### src/rtl/hazard_ctrl_if.sv
// Hazard-unit signal bundle: pipeline status in, stall/flush/redirect controls and perf counters out.
// master = pipeline side driving status, slave = hazard_ctrl.
interface hazard_ctrl_if;
   logic [31:0] id_inst;
   logic        ex_mem_read;
   logic [4:0]  ex_rd;
   logic        ex_branch_taken;
   logic [31:0] ex_target;
   logic        trap_req;
   logic [31:0] trap_vec;
   logic        stall;
   logic        flush;
   logic        pc_src;
   logic [31:0] pc_jump;
   logic        fl_signal;
   logic [31:0] fl_pc;
   logic [31:0] stall_cnt;
   logic [31:0] flush_cnt;

   modport master (
      output id_inst, ex_mem_read, ex_rd, ex_branch_taken, ex_target, trap_req, trap_vec,
      input  stall, flush, pc_src, pc_jump, fl_signal, fl_pc, stall_cnt, flush_cnt
   );

   modport slave (
      input  id_inst, ex_mem_read, ex_rd, ex_branch_taken, ex_target, trap_req, trap_vec,
      output stall, flush, pc_src, pc_jump, fl_signal, fl_pc, stall_cnt, flush_cnt
   );
endinterface

### src/rtl/hazard_ctrl.sv
// Pipeline hazard control: 1-cycle load-use stall, 2-cycle flush on branch redirect or trap; outputs are
// combinational from state and inputs, no backpressure. Define HAZARD_PERF_EN for saturating stall/flush counters.
module hazard_ctrl (
   input logic        clk,
   input logic        rst,
   hazard_ctrl_if.slave hz
);

   typedef enum logic [1:0] {
      RUN      = 2'd0,
      LU_STALL = 2'd1,
      REDIRECT = 2'd2,
      TRAP     = 2'd3
   } state_t;

   localparam logic [6:0] OP_REG    = 7'b0110011;
   localparam logic [6:0] OP_STORE  = 7'b0100011;
   localparam logic [6:0] OP_BRANCH = 7'b1100011;

   state_t      state;
   state_t      state_nxt;
   logic [4:0]  rs1;
   logic [4:0]  rs2;
   logic [6:0]  opcode;
   logic        rs2_used;
   logic        load_use;
   logic        stall_c;
   logic        flush_c;
   logic        pc_src_c;
   logic [31:0] pc_jump_c;
   logic        fl_signal_c;
   logic [31:0] fl_pc_c;
   logic        unused_bits;

   assign opcode   = hz.id_inst[6:0];
   assign rs1      = hz.id_inst[19:15];
   assign rs2      = hz.id_inst[24:20];
   assign rs2_used = (opcode == OP_REG) || (opcode == OP_STORE) || (opcode == OP_BRANCH);

   // x0 is never a real dependency, so a load into x0 can never stall.
   assign load_use = hz.ex_mem_read && (hz.ex_rd != 5'd0) &&
                     ((hz.ex_rd == rs1) || (rs2_used && (hz.ex_rd == rs2)));

   assign unused_bits = ^{hz.id_inst[31:25], hz.id_inst[14:7], hz.ex_target[1:0], hz.trap_vec[1:0]};

   always_ff @(posedge clk) begin
      if (!rst) begin
         state <= RUN;
      end else begin
         state <= state_nxt;
      end
   end

   always_comb begin
      state_nxt   = state;
      stall_c     = 1'b0;
      flush_c     = 1'b0;
      pc_src_c    = 1'b0;
      pc_jump_c   = 32'd0;
      fl_signal_c = 1'b0;
      fl_pc_c     = 32'd0;
      if (!rst) begin
         state_nxt = RUN;
         flush_c   = 1'b1;
      end else if (hz.trap_req) begin
         // Trap wins over everything, including a trap already in progress.
         state_nxt   = TRAP;
         fl_signal_c = 1'b1;
         fl_pc_c     = {hz.trap_vec[31:2], 2'b00};
         flush_c     = 1'b1;
      end else begin
         case (state)
            RUN, LU_STALL: begin
               if (hz.ex_branch_taken) begin
                  state_nxt = REDIRECT;
                  pc_src_c  = 1'b1;
                  pc_jump_c = {hz.ex_target[31:2], 2'b00};
                  flush_c   = 1'b1;
               end else if ((state == RUN) && load_use) begin
                  state_nxt = LU_STALL;
                  stall_c   = 1'b1;
               end else begin
                  state_nxt = RUN;
               end
            end
            REDIRECT, TRAP: begin
               // Second flush cycle; squashes the instruction fetched during the redirect.
               state_nxt = RUN;
               flush_c   = 1'b1;
            end
            default: begin
               state_nxt = RUN;
            end
         endcase
      end
   end

   assign hz.stall     = stall_c;
   assign hz.flush     = flush_c;
   assign hz.pc_src    = pc_src_c;
   assign hz.pc_jump   = pc_jump_c;
   assign hz.fl_signal = fl_signal_c;
   assign hz.fl_pc     = fl_pc_c;

`ifdef HAZARD_PERF_EN
   logic [31:0] stall_cnt_q;
   logic [31:0] flush_cnt_q;

   always_ff @(posedge clk) begin
      if (!rst) begin
         stall_cnt_q <= 32'd0;
         flush_cnt_q <= 32'd0;
      end else begin
         if (stall_c && (stall_cnt_q != 32'hFFFF_FFFF)) begin
            stall_cnt_q <= stall_cnt_q + 32'd1;
         end
         if (flush_c && (flush_cnt_q != 32'hFFFF_FFFF)) begin
            flush_cnt_q <= flush_cnt_q + 32'd1;
         end
      end
   end

   assign hz.stall_cnt = stall_cnt_q;
   assign hz.flush_cnt = flush_cnt_q;
`else
   assign hz.stall_cnt = 32'd0;
   assign hz.flush_cnt = 32'd0;
`endif

endmodule

### src/flat_wrapper.sv
// flat-port wrapper written by rule: the top's interface ports become plain ports
module hazard_ctrl_flat 
  (clk, rst, hz_id_inst, hz_ex_mem_read, hz_ex_rd, hz_ex_branch_taken, hz_ex_target, hz_trap_req, hz_trap_vec, hz_stall, hz_flush, hz_pc_src, hz_pc_jump, hz_fl_signal, hz_fl_pc, hz_stall_cnt, hz_flush_cnt);
  hazard_ctrl_if hz_i ();
  input logic clk;
  input logic rst;
  input wire logic [$bits(hz_i.id_inst)-1:0] hz_id_inst;
  input wire logic [$bits(hz_i.ex_mem_read)-1:0] hz_ex_mem_read;
  input wire logic [$bits(hz_i.ex_rd)-1:0] hz_ex_rd;
  input wire logic [$bits(hz_i.ex_branch_taken)-1:0] hz_ex_branch_taken;
  input wire logic [$bits(hz_i.ex_target)-1:0] hz_ex_target;
  input wire logic [$bits(hz_i.trap_req)-1:0] hz_trap_req;
  input wire logic [$bits(hz_i.trap_vec)-1:0] hz_trap_vec;
  output wire logic [$bits(hz_i.stall)-1:0] hz_stall;
  output wire logic [$bits(hz_i.flush)-1:0] hz_flush;
  output wire logic [$bits(hz_i.pc_src)-1:0] hz_pc_src;
  output wire logic [$bits(hz_i.pc_jump)-1:0] hz_pc_jump;
  output wire logic [$bits(hz_i.fl_signal)-1:0] hz_fl_signal;
  output wire logic [$bits(hz_i.fl_pc)-1:0] hz_fl_pc;
  output wire logic [$bits(hz_i.stall_cnt)-1:0] hz_stall_cnt;
  output wire logic [$bits(hz_i.flush_cnt)-1:0] hz_flush_cnt;
  assign hz_i.id_inst = hz_id_inst;
  assign hz_i.ex_mem_read = hz_ex_mem_read;
  assign hz_i.ex_rd = hz_ex_rd;
  assign hz_i.ex_branch_taken = hz_ex_branch_taken;
  assign hz_i.ex_target = hz_ex_target;
  assign hz_i.trap_req = hz_trap_req;
  assign hz_i.trap_vec = hz_trap_vec;
  assign hz_stall = hz_i.stall;
  assign hz_flush = hz_i.flush;
  assign hz_pc_src = hz_i.pc_src;
  assign hz_pc_jump = hz_i.pc_jump;
  assign hz_fl_signal = hz_i.fl_signal;
  assign hz_fl_pc = hz_i.fl_pc;
  assign hz_stall_cnt = hz_i.stall_cnt;
  assign hz_flush_cnt = hz_i.flush_cnt;
  hazard_ctrl u_core (.clk(clk), .rst(rst), .hz(hz_i));
endmodule
### config.mk
export PLATFORM = sky130hd
export DESIGN_NAME = hazard_ctrl_flat
export DESIGN_NICKNAME = d
export VERILOG_FILES = /design/src/rtl/hazard_ctrl_if.sv /design/src/rtl/hazard_ctrl.sv /design/src/flat_wrapper.sv
export SDC_FILE = /design/constraint.sdc
export NUM_CORES = 1
export LEC_CHECK = 0
export CORE_AREA = 2 2 92 94
export CTS_CLUSTER_SIZE = 24
export DETAILED_ROUTE_END_ITERATION = 8
export DIE_AREA = 0 0 94 96
export PLACE_DENSITY = 0.78
export SLEW_MARGIN = 5
export SYNTH_ARGS = -nofsm -noshare
export SYNTH_HDL_FRONTEND = slang
export SYNTH_SLANG_ARGS = --single-unit
### constraint.sdc
create_clock -name clk -period 1 [get_ports clk]
set_input_delay 0.1 -clock clk [delete_from_list [all_inputs] [get_ports clk]]
set_output_delay 0.1 -clock clk [all_outputs]
set_load 0.02 [all_outputs]
==> results of run 1 <==
==> metrics by stage <==
step	setup WS [ps]	instance area [um2]	util, %
floorplan	-165.8	1516	-
global placement	-1199	2653	32.94
detailed placement	-1174	2653	32.94
CTS	-547.6	2753	34.19
global route	-604.9	2836	35.23
finish	-545.6	2836	35.23
==> worst reg2reg max path, stage by stage, from the launching register on <==
cell and delay, ps:
dfxtp_2 300, nand2b_4 160, nor4b_4 200, o21ai_1 90
a21o_1 200, nand2b_1 80
==> timing repair <==
action / 4_1_cts / 5_1_grt
setup buffers: 2 / 2
gates resized for setup: 367 / 21
endpoints found under the setup margin: 65 / 48
cloned: 4 / 1
hold buffers: 0 / 0
pin swaps: 17 / 9
==> metal layers <==
metal  global-route usage [%]  vias to the layer above  share of wire [%]
li1                         -                      729                  -
met1                    10.65                      685                 35
met2                    20.24                      104                 57
met3                    1.410                        4                7.4
met4                    2.536                        0               0.48
met5                        0                        -                  0
==> layout make-up <==
type / instances / share of cell area [%]
Clock buffer: 3 / 1.456
Tap cell: 105 / 4.632
Sequential cell: 2 / 1.456
Timing Repair Buffer: 165 / 58.36
Multi-Input combinational cell: 157 / 34.10
==> worst paths after layout <==
check        slack, ps                       start                         end
max               -550  u_core.state[1]$_SDFF_PN0_              hz_pc_jump[23]
min reg2reg        630  u_core.state[1]$_SDFF_PN0_  u_core.state[1]$_SDFF_PN0_
min                390          hz_ex_branch_taken  u_core.state[1]$_SDFF_PN0_
max reg2reg        -90  u_core.state[1]$_SDFF_PN0_  u_core.state[0]$_SDFF_PN0_
==> logic make-up (layout without fill, tap and decap cells) <==
logic type	Yosys count	in the layout	synth area share, %
compound gates	4	4	2.963
xor+xnor	10	10	7.408
buf+inv	77	168	46.14
flops	2	2	3.386
other cells	1	68	0.3172
simple gates	75	75	39.79
==> power breakdown <==
| part | switching (mW) | internal (mW) | total [mW] | leakage (nW) |
|---|---|---|---|---|
| registers | 0.00286 | 0.0863 | 0.0892 | 0.0169 |
| clock network | 0.0593 | 0.254 | 0.313 | 0.0216 |
| logic | 0.542 | 0.548 | 1.09 | 1.46 |
==> layout by cell type, fill, tap and decap left out, types with 2 or more instances in the layout <==
cell type        count
and2_4              30
dlygate4sd2_1        9
buf_6               34
buf_2               25
buf_4               12
clkdlybuf4s15_2      2
clkbuf_8             3
xnor2_1              2
clkdlybuf4s50_1     70
buf_16               3
xor2_1               8
and3_1              30
conb_1              68
buf_12               3
clkdlybuf4s15_1      2
==> key figures, run 1 <==
Run status
  • Status: finished, violations left
  • Failing checks: negative setup slack

Logic synthesis
  • Ys async rst share: 0%
  • Yosys warning total: 0
  • Top cells by count, synth: buf_4 (68), and2_1 (31), and3_1 (30)
  • Synth Area per Inst: 6.996 um2
  • Number of synthesized flops with an enable pin: 0
  • Post-synth cell types: 25
  • Area contributors post-synth: buf_4 (43%), and2_1 (16%), and3_1 (16%), xor2_1 (5.9%), dfxtp_1 (3.4%)
  • Syn Inst Count: 169
  • Post-synthesis sequential area ratio: 3.386%
  • Mapped Area: 1182 um2
  • Synth top area share: 43.17%
  • Count leader, synth: buf_4
  • Synth area leader: buf_4
  • #FFs+latches synth: 2
  • Main synth FF type: dfxtp_1

Place
  • Post-DP HPWL: 4053 um
  • Port buffer count: 150
  • Cells after DPL: 420
  • Gpl congestion: 0.7191

Route
  • Routed Antenna Nets: 0
  • DR DRC count: 0
  • WL final: 5182 um
  • Drt pass-1 iters: 3
  • DR vias/cell: 3.523
  • Wire per inst: 12.00 um
  • 1st-iter DRT viols: 5
  • Via count: 1522

Timing
  • Setup violators final: 34
  • RSZ-0062 raised after global routing: true
  • Achievable Freq: 0.6470 GHz
  • Setup TNS Final: -17210 ps
  • Final setup margin: -545.6 ps
  • Fin. max-slew vios: 0
  • Final Hold Fails: 0
  • Final Cycle Share: 154.6%
  • Worst hold slack: 390.6 ps
  • Clk_skew: 0.4262 ps
  • Crit path time final: 1546 ps

Finish
  • Largest Register: u_core.state
  • Post-layout nets: 435
  • Post-route insts no fill: 432
  • Fillers: 848
  • Biggest regs: u_core.state x2
  • Share of layout cells above drive strength 1: 37.92%
  • Max reg flops: 2
  • Register area: 41.29 um2
  • Layout area overhead: 139.9%
  • Ant diodes: 0
  • Combined area of the multi-input logic cells: 967.2 um2

Critical path
  • Slowest cell on the critical path: dfxtp_2
  • Crit path required time: 900 ps
  • Worst path depth: 6
  • Type of origin of the critical path: flip-flop
  • Worst-path maximum fanout: 7
  • Worst path cell trace: nand2b_4 > nor3b_4 > buf_12 > clkbuf_16 > and2_4 > buf_6
  • Reg2reg path depth: 5
  • CP delay by family, top: simple AND/OR/NAND/NOR gates
  • Max incr delay on CP: 300 ps
  • Buffer and inverter count on the worst path: 3
  • Crit Path Class: reg2out
  • Crit end category: primary output
  • CP arrival: 1450 ps

Run
  • Max-cap violations: 0

GRT
  • First-pass GRT wire length: 7003 um
  • Largest net degree at the start of global routing: 18
  • Number of global-route vias before repair: 1387
  • Antenna violations before repair: 0
  • All-Layer GR Usage: 9.959%
  • GRT overflow: 0

Clock network
  • Inserted Clock Buffers: 3
  • TritonCTS clock tree: done
  • CTS max path bufs: 2
  • Sink Count: 2
  • # H-tree levels: 1
  • CTS root buf: clkbuf_8
  • Worst-path clk slew: 30 ps
  • Worst skew pair latency: 210 ps

Die
  • Die X: 94 um
  • I/O pin count: 238
  • Die Y: 96 um
  • Die area: 9024 um2
  • Core area: 8051 um2
  • Rows: 33
  • Initial core utilization: 14.69%

Min path
  • Hold Crit Class: in2reg
  • Hold Crit Depth: 3

Power
  • Leakage: 1.500 nW
  • Tot Pwr: 1.492 mW
  • Worst vdd ir: 0.5145 mV
  • Power per Cell Area: 526.1 nW/um2
Note: power is estimated with default switching activity, not from simulation.
==> run 2: changes to the inputs <==
CTS_CLUSTER_SIZE = 16   (was 24)
PLACE_DENSITY = 0.75   (was 0.78)
clock period = 1.6 ns   (was 1 ns; I/O delays follow)
==> run 2 against run 1 <==
  * The run still ends with negative setup slack left
  * Via count down 0.92%
  * Clock power is 35% lower
  * Final cell count shrank 0.46%
  * Cell area decreased by 4.0%
  * Non-clock buffer count fell by 2
==> key figures, run 2 (synthesis results as in run 1) <==
Run status
  • Status: finished, violations left (unchanged)
  • Failing checks: negative setup slack (unchanged)

Critical path
  • Crit Path Class: in2out (was reg2out)
  • Reg2reg setup slack: 130 ps (was -90 ps)
  • Crit path required time: 1440 ps (was 900 ps)
  • CP arrival: 1580 ps (was 1450 ps)
  • Worst-path maximum fanout: 2 (was 7)
  • Reg2reg path depth: 7 (was 5)
  • Setup crit end: hz_stall (was hz_pc_jump[23])
  • Crit end category: primary output (unchanged)
  • RR Endpoint: u_core.state[0]$_SDFF_PN0_ (unchanged)
  • CP startpoint: hz_id_inst[5] (was u_core.state[1]$_SDFF_PN0_)
  • Worst r2r src: u_core.state[1]$_SDFF_PN0_ (unchanged)
  • Type of origin of the critical path: input pin (was flip-flop)

Power
  • Leakage: 1.448 nW (was 1.500 nW)
  • Worst vdd ir: 0.2588 mV (was 0.5145 mV)
  • Power per Cell Area: 332.5 nW/um2 (was 526.1 nW/um2)
  • Tot Pwr: 0.9054 mW (was 1.492 mW)

Timing
  • Worst hold slack: 454.2 ps (was 390.6 ps)
  • Clk_skew: 0.5985 ps (was 0.4262 ps)
  • Final Cycle Share: 109.0%
  • Final Hold Fails: 0 (unchanged)
  • RSZ-0062 raised after global routing: true (unchanged)
  • Fin. max-slew vios: 0 (unchanged)
  • Achievable Freq: 0.5734 GHz
  • Final setup margin: -144.0 ps (was -545.6 ps)
  • Crit path time final: 1744 ps
  • Setup violators final: 5 (was 34)

GRT
  • All-Layer GR Usage: 8.381% (was 9.959%)
  • First-pass GRT wire length: 6078 um (was 7003 um)
  • Largest net degree at the start of global routing: 35 (was 18)
  • GRT overflow: 0 (unchanged)
  • Antenna violations before repair: 0 (unchanged)
  • Number of global-route vias before repair: 1308 (was 1387)

Clock network
  • TritonCTS clock tree: done (unchanged)
  • Inserted Clock Buffers: 3 (unchanged)
  • # H-tree levels: 1 (unchanged)
  • CTS Hold Buffers Added: 0 (unchanged)
  • Worst-path clk slew: 30 ps (about the same)
  • Sink Count: 2 (unchanged)
  • CTS root buf: clkbuf_8 (unchanged)
  • CTS max path bufs: 2 (unchanged)
  • Worst skew pair latency: 210 ps (about the same)

Place
  • Post-DP HPWL: 3991 um (was 4053 um)
  • Gpl congestion: 0.6951 (was 0.7191)
  • Port buffer count: 150 (unchanged)

Route
  • DR vias/cell: 3.507 (was 3.523)
  • Drt pass-1 iters: 4 (was 3)
  • 1st-iter DRT viols: 9 (was 5)
  • WL final: 4975 um (was 5182 um)
  • DR DRC count: 0 (unchanged)
  • Via count: 1508 (was 1522)
  • Routed Antenna Nets: 0 (unchanged)
  • Wire per inst: 11.57 um (was 12.00 um)

Die
  • Die X: 94 um (unchanged)
  • Core area: 8051 um2 (unchanged)
  • Die area: 9024 um2 (unchanged)
  • Initial core utilization: 14.69% (unchanged)
  • Die Y: 96 um (unchanged)
  • I/O pin count: 238 (unchanged)
  • Rows: 33 (unchanged)

Finish
  • Biggest regs: u_core.state x2 (unchanged)
  • Combined area of the multi-input logic cells: 949.7 um2 (was 967.2 um2)
  • Layout area overhead: 130.3% (was 139.9%)
  • Largest Register: u_core.state (unchanged)
  • Register area: 41.29 um2 (unchanged)
  • Post-layout nets: 433 (was 435)
  • Most frequent cells in the layout: clkdlybuf4s50_1 (76), conb_1 (68), buf_6 (33) (was clkdlybuf4s50_1 (70), conb_1 (68), buf_6 (34))
  • Fillers: 850 (was 848)
  • Max reg flops: 2 (unchanged)
  • Most common cell after layout, fill and taps aside: clkdlybuf4s50_1 (unchanged)
  • Share of layout cells above drive strength 1: 32.31% (was 37.92%)
  • Ant diodes: 0 (unchanged)

Min path
  • Hold Crit Class: in2reg (unchanged)

Run
  • Max-cap violations: 0 (unchanged)
[run 2: final cells by class]
type	instances	area share, %
timing repair buffer	163	57.26
tap	105	4.825
sequential	2	1.517
multi-input combinational	157	34.88
clock buffer	3	1.517
[run 2: power by group]
group | leakage [nW] | internal [mW] | total (mW) | switching [mW]
logic | 1.41 | 0.312 | 0.647 | 0.335
registers | 0.0169 | 0.0539 | 0.0559 | 0.00198
clock network | 0.0216 | 0.159 | 0.203 | 0.0431
[run 2: per-layer routing]
layer | GRT usage (%) | vias to the layer above | wire (um)
li1 | - | 719 | -
met5 | 0 | - | 0
met1 | 10.74 | 674 | 1862
met4 | 1.812 | 0 | 23
met3 | 1.566 | 2 | 494
met2 | 14.64 | 113 | 2595
[run 2: through the flow]
| stage | worst slack, ps | util, % | cell area [um2] | cells | TNS [ps] |
|---|---|---|---|---|---|
| finish | -144.0 | 33.82 | 2723 | 430 | -312.8 |
| global route | -243.9 | 33.82 | 2723 | 430 | -978.2 |
| CTS | -184.8 | 32.87 | 2646 | 423 | -4487 |
| detailed placement | -956.3 | 31.93 | 2571 | 419 | -26320 |
| global placement | -973.1 | 31.93 | 2571 | 419 | -25300 |
| floorplan | 285.7 | - | 1434 | 236 | 0 |
[run 2: worst min path at each step]
stage | depth (start not counted) | from | end | slack (ps)
floorplan | 2 | hz_ex_branch_taken | u_core.state[1]$_SDFF_PN0_ | 390
global placement | 2 | u_core.state[1]$_SDFF_PN0_ | u_core.state[1]$_SDFF_PN0_ | 520
detailed placement | 2 | u_core.state[1]$_SDFF_PN0_ | u_core.state[1]$_SDFF_PN0_ | 540
CTS | 2 | u_core.state[1]$_SDFF_PN0_ | u_core.state[1]$_SDFF_PN0_ | 560
global route | 3 | hz_ex_branch_taken | u_core.state[1]$_SDFF_PN0_ | 490
finish | 3 | hz_ex_branch_taken | u_core.state[1]$_SDFF_PN0_ | 450
[run 2: worst max-delay path: stages]
cell and delay [ps]:
clkdlybuf4s50_1 460, nand2_1 80, a2111oi_4 280, nand4_1 120
a21o_1 240, nor2_2 130, buf_6 120
[run 2: timing repair]
item / in CTS / in global routing
setup buffers: 1 / 5
pin swaps: 3 / 20
gates resized for setup: 145 / 176
endpoints found under the setup margin: 65 / 64
cloned: 0 / 2
